**config.mk**
```make
export PLATFORM = sky130hd
export DESIGN_NAME = control_flat
export DESIGN_NICKNAME = d
export VERILOG_FILES = /design/src/rtl/control_pkg.sv /design/src/rtl/control_if.sv /design/src/rtl/control_decode.sv /design/src/rtl/control.sv /design/src/flat_wrapper.sv
export SDC_FILE = /design/constraint.sdc
export NUM_CORES = 1
export LEC_CHECK = 0
export ABC_AREA = 1
export ABC_CLOCK_PERIOD_IN_PS = 1410
export CAP_MARGIN = 0
export CELL_PAD_IN_SITES_DETAIL_PLACEMENT = 1
export CELL_PAD_IN_SITES_GLOBAL_PLACEMENT = 1
export CORE_UTILIZATION = 25
export CTS_CLUSTER_DIAMETER = 30
export DETAILED_ROUTE_END_ITERATION = 12
export PLACE_DENSITY = 0.82
export SYNTH_ARGS = -nofsm -noshare
export SYNTH_HDL_FRONTEND = slang
export SYNTH_SLANG_ARGS = --single-unit
```
**constraint.sdc**
```tcl
create_clock -name Clk -period 1.41 [get_ports Clk]
set_input_delay 0.141 -clock Clk [delete_from_list [all_inputs] [get_ports Clk]]
set_output_delay 0.141 -clock Clk [all_outputs]
set_load 0.02 [all_outputs]
```
**src/rtl/control_pkg.sv**
```systemverilog
// control_pkg: shared constants and types for the multicycle control unit.
package control_pkg;
    typedef enum logic [2:0] {S_RST, S_FETCH, S_DECODE, S_EXEC, S_MEM, S_WB} state_t;
    typedef enum logic [2:0] {C_NOP, C_ALU, C_LOAD, C_STORE, C_B, C_BEQ, C_BNE} iclass_t;

    localparam int OPC_HI  = 31;
    localparam int OPC_LO  = 26;
    localparam int FUNC_HI = 3;
    localparam int FUNC_LO = 0;

    localparam logic [5:0] OP_RTYPE = 6'b100000;
    localparam logic [5:0] OP_LI    = 6'b111000;
    localparam logic [5:0] OP_LUI   = 6'b111001;
    localparam logic [5:0] OP_ADDI  = 6'b110000;
    localparam logic [5:0] OP_ANDI  = 6'b110010;
    localparam logic [5:0] OP_ORI   = 6'b110011;
    localparam logic [5:0] OP_B     = 6'b111111;
    localparam logic [5:0] OP_BEQ   = 6'b010000;
    localparam logic [5:0] OP_BNE   = 6'b010001;
    localparam logic [5:0] OP_LB    = 6'b000011;
    localparam logic [5:0] OP_SB    = 6'b000111;
    localparam logic [5:0] OP_LW    = 6'b001111;
    localparam logic [5:0] OP_SW    = 6'b011111;

    localparam logic [3:0] ALU_ADD  = 4'b0000;
    localparam logic [3:0] ALU_SUB  = 4'b0001;
    localparam logic [3:0] ALU_AND  = 4'b0010;
    localparam logic [3:0] ALU_OR   = 4'b0011;
    localparam logic [3:0] ALU_NOT  = 4'b0100;
    localparam logic [3:0] ALU_NAND = 4'b0101;
    localparam logic [3:0] ALU_NOR  = 4'b0110;
    localparam logic [3:0] ALU_SRA  = 4'b1000;
    localparam logic [3:0] ALU_SLL  = 4'b1001;
    localparam logic [3:0] ALU_SRL  = 4'b1010;
    localparam logic [3:0] ALU_ROL  = 4'b1100;
    localparam logic [3:0] ALU_ROR  = 4'b1101;
endpackage

```
**src/rtl/control_if.sv**
```systemverilog
// control_if: control-unit <-> datapath signal bundle.
interface control_if;
    logic [31:0] Instr;
    logic        ALU_zero;
    logic        PC_Sel;
    logic        PC_LdEn;
    logic        Reset;
    logic        RF_B_sel;
    logic        RF_WrData_sel;
    logic        RF_WEn;
    logic        ALU_Bin_sel;
    logic [3:0]  ALU_func;
    logic        MEM_WrEn;

    modport master (
        input  Instr, ALU_zero,
        output PC_Sel, PC_LdEn, Reset, RF_B_sel, RF_WrData_sel, RF_WEn, ALU_Bin_sel, ALU_func, MEM_WrEn
    );
    modport slave (
        output Instr, ALU_zero,
        input  PC_Sel, PC_LdEn, Reset, RF_B_sel, RF_WrData_sel, RF_WEn, ALU_Bin_sel, ALU_func, MEM_WrEn
    );
endinterface

```
**src/rtl/control_decode.sv**
```systemverilog
// control_decode: maps IR opcode/func to instruction class, ALU function and static selects.
module control_decode
    import control_pkg::*;
(
    input  logic [5:0] opcode_i,
    input  logic [3:0] func_i,
    output iclass_t    cls_o,
    output logic [3:0] alu_func_o,
    output logic       alu_bin_sel_o,
    output logic       rf_b_sel_o,
    output logic       rf_wrdata_sel_o
);
    always_comb begin
        cls_o           = C_NOP;
        alu_func_o      = ALU_ADD;
        alu_bin_sel_o   = 1'b0;
        rf_b_sel_o      = 1'b0;
        rf_wrdata_sel_o = 1'b0;
        case (opcode_i)
            OP_RTYPE: begin
                cls_o      = C_ALU;
                alu_func_o = func_i;
            end
            OP_LI, OP_LUI, OP_ADDI: begin
                cls_o         = C_ALU;
                alu_bin_sel_o = 1'b1;
            end
            OP_ANDI: begin
                cls_o         = C_ALU;
                alu_func_o    = ALU_AND;
                alu_bin_sel_o = 1'b1;
            end
            OP_ORI: begin
                cls_o         = C_ALU;
                alu_func_o    = ALU_OR;
                alu_bin_sel_o = 1'b1;
            end
            OP_LB, OP_LW: begin
                cls_o           = C_LOAD;
                alu_bin_sel_o   = 1'b1;
                rf_wrdata_sel_o = 1'b1;
            end
            OP_SB, OP_SW: begin
                cls_o         = C_STORE;
                alu_bin_sel_o = 1'b1;
                rf_b_sel_o    = 1'b1;
            end
            OP_BEQ, OP_BNE: begin
                cls_o      = (opcode_i == OP_BEQ) ? C_BEQ : C_BNE;
                alu_func_o = ALU_SUB;
                rf_b_sel_o = 1'b1;
            end
            OP_B: cls_o = C_B;
            default: cls_o = C_NOP;
        endcase
    end
endmodule

```
**src/rtl/control.sv**
```systemverilog
// control: multicycle FETCH/DECODE/EXEC/MEM/WB sequencer driving datapath selects and enables.
// Enables are decoded from the state register, so an async reset drops them immediately.
module control
    import control_pkg::*;
(
    input  logic     Clk,
    input  logic     Reset_n,
    control_if.master bus
);
    state_t     state_q, state_d;
    logic [5:0] op_q;
    logic [3:0] fn_q;
    iclass_t    cls;
    logic [3:0] alu_func;
    logic       alu_bin_sel, rf_b_sel, rf_wrdata_sel, live;

    control_decode u_decode (
        .opcode_i        (op_q),
        .func_i          (fn_q),
        .cls_o           (cls),
        .alu_func_o      (alu_func),
        .alu_bin_sel_o   (alu_bin_sel),
        .rf_b_sel_o      (rf_b_sel),
        .rf_wrdata_sel_o (rf_wrdata_sel)
    );

    always_ff @(posedge Clk or negedge Reset_n) begin
        if (!Reset_n) begin
            state_q <= S_RST;
            op_q    <= '0;
            fn_q    <= '0;
        end else begin
            state_q <= state_d;
            if (state_q == S_FETCH) begin
                op_q <= bus.Instr[OPC_HI:OPC_LO];
                fn_q <= bus.Instr[FUNC_HI:FUNC_LO];
            end
        end
    end

    // selects stay valid from DECODE until the instruction retires
    assign live = (state_q == S_DECODE) || (state_q == S_EXEC) || (state_q == S_MEM) || (state_q == S_WB);

    always_comb begin
        state_d           = state_q;
        bus.Reset         = 1'b0;
        bus.PC_Sel        = 1'b0;
        bus.PC_LdEn       = 1'b0;
        bus.RF_WEn        = 1'b0;
        bus.MEM_WrEn      = 1'b0;
        bus.RF_B_sel      = live ? rf_b_sel : 1'b0;
        bus.RF_WrData_sel = live ? rf_wrdata_sel : 1'b0;
        bus.ALU_Bin_sel   = live ? alu_bin_sel : 1'b0;
        bus.ALU_func      = live ? alu_func : ALU_ADD;
        case (state_q)
            S_RST: begin
                bus.Reset = 1'b1;
                state_d   = S_FETCH;
            end
            S_FETCH:  state_d = S_DECODE;
            S_DECODE: state_d = S_EXEC;
            S_EXEC: begin
                if (cls == C_ALU) state_d = S_WB;
                else if (cls == C_LOAD || cls == C_STORE) state_d = S_MEM;
                else begin
                    bus.PC_LdEn = 1'b1;
                    bus.PC_Sel  = (cls == C_B) || (cls == C_BEQ && bus.ALU_zero) || (cls == C_BNE && !bus.ALU_zero);
                    state_d     = S_FETCH;
                end
            end
            S_MEM: begin
                if (cls == C_STORE) begin
                    bus.MEM_WrEn = 1'b1;
                    bus.PC_LdEn  = 1'b1;
                    state_d      = S_FETCH;
                end else state_d = S_WB;
            end
            S_WB: begin
                bus.RF_WEn  = 1'b1;
                bus.PC_LdEn = 1'b1;
                state_d     = S_FETCH;
            end
            default: state_d = S_RST;
        endcase
    end
endmodule

```
**src/flat_wrapper.sv**
```systemverilog
// flat-port wrapper written by rule: the top's interface ports become plain ports
module control_flat import control_pkg::*;
  (Clk, Reset_n, bus_Instr, bus_ALU_zero, bus_PC_Sel, bus_PC_LdEn, bus_Reset, bus_RF_B_sel, bus_RF_WrData_sel, bus_RF_WEn, bus_ALU_Bin_sel, bus_ALU_func, bus_MEM_WrEn);
  control_if bus_i ();
  input  logic Clk;
  input  logic Reset_n;
  input wire logic [$bits(bus_i.Instr)-1:0] bus_Instr;
  input wire logic [$bits(bus_i.ALU_zero)-1:0] bus_ALU_zero;
  output wire logic [$bits(bus_i.PC_Sel)-1:0] bus_PC_Sel;
  output wire logic [$bits(bus_i.PC_LdEn)-1:0] bus_PC_LdEn;
  output wire logic [$bits(bus_i.Reset)-1:0] bus_Reset;
  output wire logic [$bits(bus_i.RF_B_sel)-1:0] bus_RF_B_sel;
  output wire logic [$bits(bus_i.RF_WrData_sel)-1:0] bus_RF_WrData_sel;
  output wire logic [$bits(bus_i.RF_WEn)-1:0] bus_RF_WEn;
  output wire logic [$bits(bus_i.ALU_Bin_sel)-1:0] bus_ALU_Bin_sel;
  output wire logic [$bits(bus_i.ALU_func)-1:0] bus_ALU_func;
  output wire logic [$bits(bus_i.MEM_WrEn)-1:0] bus_MEM_WrEn;
  assign bus_i.Instr = bus_Instr;
  assign bus_i.ALU_zero = bus_ALU_zero;
  assign bus_PC_Sel = bus_i.PC_Sel;
  assign bus_PC_LdEn = bus_i.PC_LdEn;
  assign bus_Reset = bus_i.Reset;
  assign bus_RF_B_sel = bus_i.RF_B_sel;
  assign bus_RF_WrData_sel = bus_i.RF_WrData_sel;
  assign bus_RF_WEn = bus_i.RF_WEn;
  assign bus_ALU_Bin_sel = bus_i.ALU_Bin_sel;
  assign bus_ALU_func = bus_i.ALU_func;
  assign bus_MEM_WrEn = bus_i.MEM_WrEn;
  control u_core (.Clk(Clk), .Reset_n(Reset_n), .bus(bus_i));
endmodule
```
==> summary.md <==
| Metric | Value |
|---|---|
| Post-Synth Adder-Cell Area | `0` |
| Die height | `59.48 µm` |
| R2r worst-path depth | `8` |
| Worst R2R Setup Slack | `0.04 ns` |
| Syn Area/Cell | `7.119 µm²` |
| Vias in the first global route | `1068` |
| Final Hold Vio Count | `0` |
| Pin count of the biggest net entering global routing | `16` |
| CP max-delay cell | `dfrtp_2` |
| Max cap viols | `0` |
| Met2 usage | `0.3772` |
| # port buffers | `24` |
| Final ANT Viol Nets | `0` |
| Largest family of logic cells by synthesized area | `simple AND/OR/NAND/NOR gates` |
| VDD IR-drop max | `0.8856 mV` |
| Hold_buf cts | `0` |
| Gr ovfl total | `0` |
| Post-route DRC | `0` |
| Clock Skews | `0.007882 ns` |
| Compound-Gate Fraction of Synth Area | `0.05455` |
| Final nets | `208` |
| Worst Path Class, Setup | `register to output port` |
| Drt first pass iters | `4` |
| Post-route setup slack | `-0.2906 ns` |
| Crit-path most repeated cell | `nor2_4` |
| Crit path time final | `1.701 ns` |
| Critical-path cell list | `nor2_4 -> buf_6 -> nor2_4 -> nor2_4 -> nor2_4 -> nand3_1 -> nand2_1 -> buf_6` |
| Final instance area | `1498 µm²` |
| CTS Sinks | `13` |
| DP Wirelength | `2.083 mm` |
| DIE WIDTH | `59.48 µm` |
| Final WL | `3.051 mm` |
| Synthesized cell area | `825.8 µm²` |
| Worst Tran Pin Value | `0.2734 ns` |
| I/O pin cnt | `47` |
| CP max FO | `4` |
| Final Max Slew Viols | `0` |
| # H-tree levels | `1` |
| TritonCTS clock tree | `yes` |
| Largest stage delay, worst path | `0.46 ns` |
| Critical Path Stages | `8` |
| Clock transition at path regs | `0.08 ns` |
| Core area | `3103 µm²` |
| Layout area overhead | `81.36%` |
| Initial antenna violation count | `0` |
| Vias post-DR | `970` |
| First-pass GRT wire length | `4.919 mm` |
| Sum Neg Setup Slack | `-2.574 ns` |
| Reg-to-reg endpoint | `u_core.state_q[0]` |
| Drt via density | `4.491` |
| Outcome | `finished, violations left` |
| Clock root buffer | `clkbuf_4` |
| PD cells | `2207 nW/µm²` |
| Crit path max-delay family | `simple AND/OR/NAND/NOR gates` |
| # setup viols final | `10` |
| Post-Synth XOR/XNOR Area | `0` |
| Mux contribution to synthesized area | `0.08636` |
| Clock Tree Buf Depth | `2` |
| Min-delay worst type | `input pin to asynchronous set/reset pin` |
| Worst skew pair latency | `0.28 ns` |
| Syn. warnings | `0` |
| CTS Buf Count | `3` |
| Crit. Startpoint | `u_core.op_q[3]` |
| RSZ-0062 raised after global routing | `yes` |
| Failing checks | `negative setup slack` |
| Initial DRC Count | `25` |
| Share of cells above drive strength 1 | `0.5640` |
| Die Area | `3537 µm²` |
| Row count | `20` |
| Reg-to-reg startpoint | `u_core.op_q[3]` |
| Gr busiest metal | `met2` |
| LEAKAGE | `0.7338 nW` |
| Final Wtd Congestion | `0.7663` |
| GR Util All Layers | `0.1914` |
| Max Freq | `588.0 MHz` |
| Antenna diodes | `0` |
| Worst rel slew slack | `0.8173` |
| Synth unique cells | `17` |
| DR WL/cell | `14.13 µm` |
| Mapped Cells | `116` |
| Req. time, crit path | `1.27 ns` |
| Met1 Track Usage GR | `0.2092` |
| Fin crit share | `1.206` |
| Starting Density | `0.2661` |
| Syn Nets | `151` |
| #FFs+latches synth | `13` |
| Seq/Total Area, Yosys | `0.3939` |
| CP startpoint kind | `register` |
| Post-Synth Simple-Gate Area | `0.3697` |
| DP Area | `1282 µm²` |
| Worst path buffer plus inverter count | `2` |
| Critical Path End Type | `output port` |
| GRT met3 Usage | `0.008734` |
| CP arrival | `1.56 ns` |
[through the flow]
step                total power [mW]  cells    util  hold WS (ns)  setup WS [ns]
floorplan                      1.649    116       -       -0.1546        0.03146
global placement               2.363    206  0.4133        0.4600        -0.4154
detailed placement             2.467    206  0.4133        0.4641        -0.5309
CTS                            2.971    214  0.4504        0.1618        -0.2986
global route                   3.533    216  0.4827        0.1924        -0.3705
finish                         3.305    216  0.4827        0.1582        -0.2906
[layout make-up]
class	instances	area [µm²]
tap	44	55.05
fill	398	1605
clock buffer	4	26.28
inverter	18	67.56
multi-input combinational	84	558.0
timing repair buffer	53	457.9
sequential	13	332.8
[how the worst max path moves through the flow]
stage	end	slack [ns]
floorplan	bus_MEM_WrEn	0.03
global placement	bus_PC_LdEn	-0.42
detailed placement	bus_ALU_func[0]	-0.53
CTS	bus_ALU_func[0]	-0.30
global route	bus_ALU_func[1]	-0.37
finish	bus_PC_LdEn	-0.29
[layout by cell type (no fill, tap or decap), drive strengths merged]
cell / instances
a21oi: 7
buf: 41
inv: 18
dfrtp: 13
clkdlybuf4s50: 12
nand4: 1
o21ai: 2
mux2: 6
nor2: 27
nand2: 26
nor3: 5
nand3: 10
clkbuf: 4
[kinds of logic (layout without fill, tap and decap cells)]
kind of cell,Yosys count,in the layout
AO/OA/AOI/OAI,9,9
buffers and inverters,19,75
flip-flops,13,13
multiplexers,6,6
AND/OR/NAND/NOR,69,69
[synthesized netlist by cell type (all sizes together)]
cell type / number / share of area
nor2: 27 / 0.14
nand2: 26 / 0.13
inv: 18 / 0.082
dfrtp: 13 / 0.39
nand3: 10 / 0.061
a21oi: 7 / 0.042
mux2: 6 / 0.086
nor3: 5 / 0.036
o21ai: 2 / 0.012
buf: 1 / 0.014
nand4: 1 / 0.0076
[power by group]
group,switching (mW),leakage [nW],internal (mW)
Combinational,1.18,0.574,1.07
Clock,0.121,0.0150,0.110
Sequential,0.247,0.145,0.580
[registers in the layout (all words and copies together), names as in the netlist]
register        count
u_core.op_q         6
u_core.fn_q         4
u_core.state_q      3
[what timing repair did]
item                                    CTS  global route
endpoints found under the setup margin   12            14
setup buffers                             4             2
resized for setup                        92            31
pin swaps                                 8            16
[per-layer routing]
layer	vias up	part of all wire
met1	464	0.39
met3	6	0.022
met2	23	0.57
met4	0	0.019
met5	-	0
li1	477	-
Power figures use the tool's default switching activity.
